==> config.mk <==
export PLATFORM = sky130hd
export DESIGN_NAME = eth_stats_log_receiver_flat
export DESIGN_NICKNAME = d
export VERILOG_FILES = /design/src/rtl/eth_stats_log_receiver_if.sv /design/src/rtl/eth_stats_log_receiver.sv /design/src/flat_wrapper.sv
export SDC_FILE = /design/constraint.sdc
export NUM_CORES = 2
export LEC_CHECK = 0
export ABC_AREA = 1
export CAP_MARGIN = 15
export CORE_AREA = 2 2 462 418
export DETAILED_ROUTE_END_ITERATION = 7
export DIE_AREA = 0 0 464 420
export SLEW_MARGIN = 5
export SYNTH_ARGS = -nofsm -noshare
export SYNTH_HDL_FRONTEND = slang
export SYNTH_SLANG_ARGS = --single-unit
==> constraint.sdc <==
create_clock -name clk -period 16.5 [get_ports clk]
set_clock_uncertainty 0.2 [all_clocks]
set_input_delay 1.65 -clock clk [delete_from_list [all_inputs] [get_ports clk]]
set_output_delay 1.65 -clock clk [all_outputs]
set_load 0.03 [all_outputs]
==> src/rtl/eth_stats_log_receiver_if.sv <==
// Purpose : AXI-stream style beat bundle (tdata/tlast/tvalid/tready) shared by the log receiver's input and output.
// Latency : none, wires only.
// Backpressure: master drives tdata/tlast/tvalid, slave drives tready.
// Ports   : tdata [W-1:0], tlast, tvalid, tready; modports master and slave.
interface eth_stats_log_receiver_if #(
  parameter int W = 64
);
  logic [W-1:0] tdata;
  logic         tlast;
  logic         tvalid;
  logic         tready;

  modport master (output tdata, output tlast, output tvalid, input tready);
  modport slave  (input tdata, input tlast, input tvalid, output tready);
endinterface

==> src/rtl/eth_stats_log_receiver.sv <==
// Purpose : receives fixed-length log records, stores whole well-formed records in a FIFO and forwards them.
// Latency : record whose tlast is accepted in cycle M appears on m_axis (tvalid=1) in cycle M+2.
// Backpressure: never back-pressures the input (tready=1 out of reset); records that do not fit are dropped whole.
// Ports   : clk, rst_n (async active-low), enable, s_axis_log (slave), m_axis (master),
//           fifo_level, records_ok, records_dropped, records_bad.
// Build   : define ESC_LOG_RX_COUNTERS_EN to implement the three record counters; otherwise they read 0.
module eth_stats_log_receiver #(
  parameter int C_AXIS_LOG_WIDTH = 64,
  parameter int C_RECORD_BEATS   = 4,
  parameter int C_FIFO_DEPTH     = 16
) (
  input  logic                          clk,
  input  logic                          rst_n,
  input  logic                          enable,
  eth_stats_log_receiver_if.slave       s_axis_log,
  eth_stats_log_receiver_if.master      m_axis,
  output logic [$clog2(C_FIFO_DEPTH):0] fifo_level,
  output logic [31:0]                   records_ok,
  output logic [31:0]                   records_dropped,
  output logic [31:0]                   records_bad
);

  localparam int AW = $clog2(C_FIFO_DEPTH);
  localparam int PW = AW + 1;
  localparam int BW = $clog2(C_RECORD_BEATS + 1);
  localparam logic [PW-1:0] DEPTH_P   = PW'(C_FIFO_DEPTH);
  localparam logic [PW-1:0] REC_P     = PW'(C_RECORD_BEATS);
  localparam logic [PW-1:0] PTR_ONE   = PW'(1);
  localparam logic [BW-1:0] LAST_BEAT = BW'(C_RECORD_BEATS - 1);
  localparam logic [BW-1:0] BEAT_ONE  = BW'(1);

  typedef enum logic [1:0] {ST_IDLE, ST_RECV, ST_DISCARD} state_t;

  state_t                      state;
  logic [C_AXIS_LOG_WIDTH-1:0] mem [C_FIFO_DEPTH];
  logic [PW-1:0]               wr_ptr;      // tentative, runs ahead of commit_ptr inside a record
  logic [PW-1:0]               commit_ptr;  // end of the last complete record
  logic [PW-1:0]               rd_ptr;      // entry currently presented (or next to present) on m_axis
  logic [BW-1:0]               beat_cnt;
  logic                        s_rdy_q;

  logic [PW-1:0] free_cnt;
  logic          beat_acc;
  logic          has_room;
  logic          idle_take;
  logic          rec_end_ok;
  logic          rec_bad;
  logic          mem_we;

  assign s_axis_log.tready = s_rdy_q;
  assign beat_acc  = s_axis_log.tvalid & s_rdy_q;
  // Space is judged against the current rd_ptr; a read in this cycle frees space only from next cycle.
  assign free_cnt  = DEPTH_P - (wr_ptr - rd_ptr);
  assign has_room  = (free_cnt >= REC_P);
  assign idle_take = beat_acc & (state == ST_IDLE) & enable & has_room;
  assign rec_end_ok = beat_acc & (state == ST_RECV) & s_axis_log.tlast & (beat_cnt == LAST_BEAT);
  // Malformed: tlast before the final beat, or the final beat arriving without tlast.
  assign rec_bad   = beat_acc & (state == ST_RECV) & (s_axis_log.tlast ^ (beat_cnt == LAST_BEAT));
  // Beats of a record that may still be rolled back are written anyway: the room check at
  // the first beat guarantees these slots lie outside the committed region.
  assign mem_we    = (idle_take & ~s_axis_log.tlast) | (beat_acc & (state == ST_RECV));

  always_ff @(posedge clk) begin
    if (mem_we) begin
      mem[wr_ptr[AW-1:0]] <= s_axis_log.tdata;
    end
  end

  // Input record FSM.
  always_ff @(posedge clk or negedge rst_n) begin
    if (!rst_n) begin
      state      <= ST_IDLE;
      wr_ptr     <= '0;
      commit_ptr <= '0;
      beat_cnt   <= '0;
      s_rdy_q    <= 1'b0;
    end else begin
      s_rdy_q <= 1'b1;
      if (beat_acc) begin
        unique case (state)
          ST_IDLE: begin
            // A single-beat record is malformed: nothing is written, so no rollback is needed.
            if (idle_take && !s_axis_log.tlast) begin
              wr_ptr   <= wr_ptr + PTR_ONE;
              beat_cnt <= BEAT_ONE;
              state    <= ST_RECV;
            end else if (!idle_take && !s_axis_log.tlast) begin
              state <= ST_DISCARD;
            end
          end
          ST_RECV: begin
            if (rec_end_ok) begin
              wr_ptr     <= wr_ptr + PTR_ONE;
              commit_ptr <= wr_ptr + PTR_ONE;
              state      <= ST_IDLE;
            end else if (rec_bad) begin
              wr_ptr <= commit_ptr;
              state  <= s_axis_log.tlast ? ST_IDLE : ST_DISCARD;
            end else begin
              wr_ptr   <= wr_ptr + PTR_ONE;
              beat_cnt <= beat_cnt + BEAT_ONE;
            end
          end
          ST_DISCARD: begin
            if (s_axis_log.tlast) begin
              state <= ST_IDLE;
            end
          end
          default: state <= ST_IDLE;
        endcase
      end
    end
  end

  // Output register. The presented entry stays in the FIFO until it is handshaken, so
  // fifo_level includes it; on a handshake the following entry is loaded in the same edge.
  logic [C_AXIS_LOG_WIDTH-1:0] m_dat_q;
  logic                        m_last_q;
  logic                        m_vld_q;
  logic [BW-1:0]               rd_pos;      // position within the record of the entry at rd_ptr
  logic [BW-1:0]               rd_pos_nxt;
  logic [PW-1:0]               rd_nxt;
  logic                        out_fire;

  assign rd_nxt     = rd_ptr + PTR_ONE;
  assign rd_pos_nxt = (rd_pos == LAST_BEAT) ? '0 : rd_pos + BEAT_ONE;
  assign out_fire   = m_vld_q & m_axis.tready;

  always_ff @(posedge clk or negedge rst_n) begin
    if (!rst_n) begin
      rd_ptr   <= '0;
      rd_pos   <= '0;
      m_dat_q  <= '0;
      m_last_q <= 1'b0;
      m_vld_q  <= 1'b0;
    end else if (out_fire) begin
      rd_ptr <= rd_nxt;
      rd_pos <= rd_pos_nxt;
      if (rd_nxt != commit_ptr) begin
        m_dat_q  <= mem[rd_nxt[AW-1:0]];
        m_last_q <= (rd_pos_nxt == LAST_BEAT);
      end else begin
        m_vld_q <= 1'b0;
      end
    end else if (!m_vld_q && (rd_ptr != commit_ptr)) begin
      m_vld_q  <= 1'b1;
      m_dat_q  <= mem[rd_ptr[AW-1:0]];
      m_last_q <= (rd_pos == LAST_BEAT);
    end
  end

  assign m_axis.tdata  = m_dat_q;
  assign m_axis.tlast  = m_last_q;
  assign m_axis.tvalid = m_vld_q;
  assign fifo_level    = commit_ptr - rd_ptr;

`ifdef ESC_LOG_RX_COUNTERS_EN
  function automatic logic [31:0] sat_inc(input logic [31:0] v);
    return (v == 32'hFFFF_FFFF) ? v : v + 32'd1;
  endfunction

  logic        idle_full;
  logic        idle_bad;
  logic [31:0] ok_q;
  logic [31:0] drop_q;
  logic [31:0] bad_q;

  assign idle_full = beat_acc & (state == ST_IDLE) & enable & ~has_room;
  assign idle_bad  = idle_take & s_axis_log.tlast;

  always_ff @(posedge clk or negedge rst_n) begin
    if (!rst_n) begin
      ok_q   <= '0;
      drop_q <= '0;
      bad_q  <= '0;
    end else begin
      if (rec_end_ok)         ok_q   <= sat_inc(ok_q);
      if (idle_full)          drop_q <= sat_inc(drop_q);
      if (idle_bad | rec_bad) bad_q  <= sat_inc(bad_q);
    end
  end

  assign records_ok      = ok_q;
  assign records_dropped = drop_q;
  assign records_bad     = bad_q;
`else
  assign records_ok      = 32'd0;
  assign records_dropped = 32'd0;
  assign records_bad     = 32'd0;
`endif

endmodule

==> src/flat_wrapper.sv <==
// flat-port wrapper written by rule: the top's interface ports become plain ports
module eth_stats_log_receiver_flat 
#(
  parameter int C_AXIS_LOG_WIDTH = 64,
  parameter int C_RECORD_BEATS   = 4,
  parameter int C_FIFO_DEPTH     = 16
)
  (clk, rst_n, enable, fifo_level, records_ok, records_dropped, records_bad, s_axis_log_tdata, s_axis_log_tlast, s_axis_log_tvalid, s_axis_log_tready, m_axis_tdata, m_axis_tlast, m_axis_tvalid, m_axis_tready);
  eth_stats_log_receiver_if #(.W((64))) s_axis_log_i ();
  eth_stats_log_receiver_if #(.W((64))) m_axis_i ();
  input  logic clk;
  input  logic rst_n;
  input  logic enable;
  output logic [$clog2(C_FIFO_DEPTH):0] fifo_level;
  output logic [31:0] records_ok;
  output logic [31:0] records_dropped;
  output logic [31:0] records_bad;
  input wire logic [$bits(s_axis_log_i.tdata)-1:0] s_axis_log_tdata;
  input wire logic [$bits(s_axis_log_i.tlast)-1:0] s_axis_log_tlast;
  input wire logic [$bits(s_axis_log_i.tvalid)-1:0] s_axis_log_tvalid;
  output wire logic [$bits(s_axis_log_i.tready)-1:0] s_axis_log_tready;
  output wire logic [$bits(m_axis_i.tdata)-1:0] m_axis_tdata;
  output wire logic [$bits(m_axis_i.tlast)-1:0] m_axis_tlast;
  output wire logic [$bits(m_axis_i.tvalid)-1:0] m_axis_tvalid;
  input wire logic [$bits(m_axis_i.tready)-1:0] m_axis_tready;
  assign s_axis_log_i.tdata = s_axis_log_tdata;
  assign s_axis_log_i.tlast = s_axis_log_tlast;
  assign s_axis_log_i.tvalid = s_axis_log_tvalid;
  assign s_axis_log_tready = s_axis_log_i.tready;
  assign m_axis_tdata = m_axis_i.tdata;
  assign m_axis_tlast = m_axis_i.tlast;
  assign m_axis_tvalid = m_axis_i.tvalid;
  assign m_axis_i.tready = m_axis_tready;
  eth_stats_log_receiver #(.C_AXIS_LOG_WIDTH(C_AXIS_LOG_WIDTH), .C_RECORD_BEATS(C_RECORD_BEATS), .C_FIFO_DEPTH(C_FIFO_DEPTH)) u_core (.clk(clk), .rst_n(rst_n), .enable(enable), .s_axis_log(s_axis_log_i), .m_axis(m_axis_i), .fifo_level(fifo_level), .records_ok(records_ok), .records_dropped(records_dropped), .records_bad(records_bad));
endmodule
==> results_dict.tcl <==
set metrics [dict create \
    drive_above_1_share_pct 4.66 \
    swShare_pct 46.2 \
    critical_path_buf_inv_count 5 \
    routedWlPerCell_um 20.7 \
    start_util_pct 29.8 \
    critical_path.most_common_cell "nand2_1" \
    drtAntennaViolNets 0 \
    cts_root_buf "clkbuf_16" \
    final_max_slew_viol_count 0 \
    gp_congestion 0.814 \
    drc 0 \
    power_switching_mw 5.64 \
    core_area_um2 190000 \
    fin_crit_sh_pct 36.1 \
    yosys_register_bits 1114 \
    clkPwrFrac_pct 23.0 \
    required_ns 16.97 \
    via_per_inst 5.13 \
    setup_viol 0 \
    yosys_warnings 0 \
    routed_wl_mm 187 \
    synth-simple-area-share_pct 30.5 \
    synthArstFlopShare_pct 8.08 \
    synth_area_per_cell_um2 8.74 \
    p_int_mw 6.58 \
    ctsHtreeMaxLevel 3 \
    cp-start-kind "flop" \
    muxShareOfSynthArea_pct 0 \
    synthTopCellsByCount "nand2_1 (2558), nand3_1 (1105), edfxtp_1 (1024), nor2_1 (571), a21oi_1 (179)" \
    syn_inst 6479 \
    syn_to_final_growth_pct 11.7 \
    min_period_ns 5.96 \
    rsz0062_at_grt "no" \
    drt_iter0_drc 5865 \
    cts_setup_buffers 0 \
    fillers 19100 \
    fmax_mhz 168 \
    synthAdderAreaFrac_pct 0.490 \
    place.detailed.hpwl_mm 98.6 \
    synth_cell_types 27 \
    irDropWorstVdd_v 0.000165 \
    crit_chain "inv_8, buf_4, buf_4, buf_4, buf_4, nand2_1, nand3_1, nand3_1, nand2_1, nand2_1, nand2_1, nand2_1, nand2_1, nand2_1, nand2_1" \
    yosys.area.top_type "edfxtp_1" \
    relSlewSlack_pct 12.7 \
    grt_pass1_vias 42800 \
    clockBufferDepth 3 \
    maxCapViolations 0 \
    syn-cell-area_um2 56700 \
    grt_max_degree 244 \
    seq_area_frac_synth_pct 58.3 \
    vias 46400 \
    cpLargestDelayFamily "buffers and inverters" \
    powerDensity_nw_per_um2 193 \
    synth_area_leaders "edfxtp_1 (54%), nand2_1 (17%), nand3_1 (9.8%), dfrtp_1 (4.0%), nor2_1 (3.8%)" \
    synth.most_common_cell "nand2_1" \
    grt_usage_pct 18.5 \
    cts_buffers 119 \
    cts_tree "done" \
    die_w_um 464 \
    fp-row-count 152 \
    seq_area_um2 33000 \
    end_kind "flop" \
    cts_resized 0 \
    tns_ns 0 \
    critPathMaxStageDelay_ns 0.90 \
    comb_power_share_pct 49.3 \
    multi_input_area_um2 20500 \
    timing.hold.worst.class "reg2reg" \
    hold_viol_final 0 \
    power_frac_seq_pct 27.7 \
    hold_buffers 0 \
    die_area_um2 195000 \
    place_area_um2 59200 \
    synth_flop_cell "edfxtp_1" \
    synth_compound_area_share_pct 4.02 \
    synth_top_family_by_area "simple AND/OR/NAND/NOR gates" \
    crit_fanout 118 \
    pin_count 238 \
    final_nets 6468 \
    fin_area_um2 63300 \
    status "completed" \
    synth-xor-area-share_pct 0.139 \
    grt_pass1_wl_mm 275 \
    antenna_found_initial 25 \
    cts.sinks 1114 \
    portBuffers 141 \
    die_y_um 420 \
    p_leak_nw 24.5 \
    first_pass_iters 8 \
    cpMaxStageDelayCell "buf_4" \
    synth_edf_count 1024 \
    grt.overflow.total 0 \
    cts.clk_slew.worst_paths_ns 0.06 \
    clock_latency_ns 0.76 \
    netlist.area_leader.share_pct 54.3 \
    worst_pin_slew_ns 1.31 \
    crit_type "reg2reg" \
    cp_data_arrival_time_ns 6.43 \
]
==> worst register-to-register path, delay by kind of cell (launching register included) <==
family | cells | cell delay, ns
AND/OR/NAND/NOR | 10 | 0.95
flip-flops | 1 | 0.70
buffers and inverters | 5 | 4.09
==> placed cells by master (no fill, tap or decap), drive strengths merged, types with 14 or more instances in the layout <==
cell and instances:
clkdlybuf4s50 140, clkbuf 149, nand3 1105, nand2 2558, conb 97, a21oi 179, bufinv 19, clkinv 44
nor2 571, o211ai 14, o21ai 250, dfrtp 90, buf 79, edfxtp 1024, ha 19, inv 118
==> path summary, 6_finish.rpt <==
kind	cells after the start	to	startpoint	slack, ns
max	15	u_core.m_axis.tdata[42]$_DFFE_PN0P_	u_core.rd_ptr[0]$_DFFE_PN0P_	10.54
min	2	u_core.beat_cnt[2]$_DFFE_PN0P_	u_core.beat_cnt[2]$_DFFE_PN0P_	0.27
max reg2reg	15	u_core.m_axis.tdata[42]$_DFFE_PN0P_	u_core.rd_ptr[0]$_DFFE_PN0P_	10.54
min reg2reg	2	u_core.beat_cnt[2]$_DFFE_PN0P_	u_core.beat_cnt[2]$_DFFE_PN0P_	0.27
max in group asynchronous	2	u_core.rd_ptr[0]$_DFFE_PN0P_	rst_n	13.97
min in group asynchronous	1	u_core.m_axis.tdata[10]$_DFFE_PN0P_	rst_n	0.65
==> per-stage QoR <==
stage               hold WS [ns]  std cells  setup WS (ns)  util (%)  total power, mW
detailed placement         0.260       8797          10.43      31.2             9.37
finish                     0.269       9031          10.54      33.3             12.2
global route               0.304       9027          10.13      33.3             13.0
global placement           0.260       8796          10.48      31.1             9.32
floorplan                  0.242       6574          10.43         -             7.73
CTS                        0.276       9023          10.52      33.3             12.2
==> cell families after synthesis <==
kind of cell / Yosys count
simple gates: 4236
flops: 1114
buf+inv: 650
compound gates: 447
fa+ha+maj: 21
xor+xnor: 9
other cells: 2
==> area by class of cell <==
cell class	count	area share [%]
inverter	113	0.729
tap	2541	5.02
timing repair buffer	219	3.23
multi-input combinational	4810	32.4
clock inverter	77	1.46
antenna	8	0.0316
clock buffer	149	5.01
sequential	1114	52.1
==> power groups by stage <==
| stage | combinational, mW | clock [mW] | sequential [mW] |
|---|---|---|---|
| 6_report | 6.02 | 2.81 | 3.39 |
| 5_1_grt | 6.64 | 2.95 | 3.41 |
| 4_1_cts | 5.95 | 2.85 | 3.39 |
| 3_5_place_dp | 5.92 | 0 | 3.45 |
| 3_3_place_gp | 5.87 | 0 | 3.45 |
| 2_1_floorplan | 4.25 | 0 | 3.48 |
==> metal layers <==
layer	vias up	global-route usage (%)	part of all wire, %
met5	-	0	0.082
met4	26	6.02	3.1
met3	398	3.65	9.8
met2	2394	29.6	45
met1	22200	25.2	42
li1	21300	-	-
==> state kept, by name, summed over array words and instances, names as in the netlist, 2 cells and up <==
name,count
u_core.wr_ptr,5
u_core.beat_cnt,3
u_core.rd_pos,3
u_core.commit_ptr,5
u_core.m_axis.tdata,64
u_core.mem,1024
u_core.state,2
u_core.rd_ptr,5
Note: power is estimated with default switching activity, not from simulation.
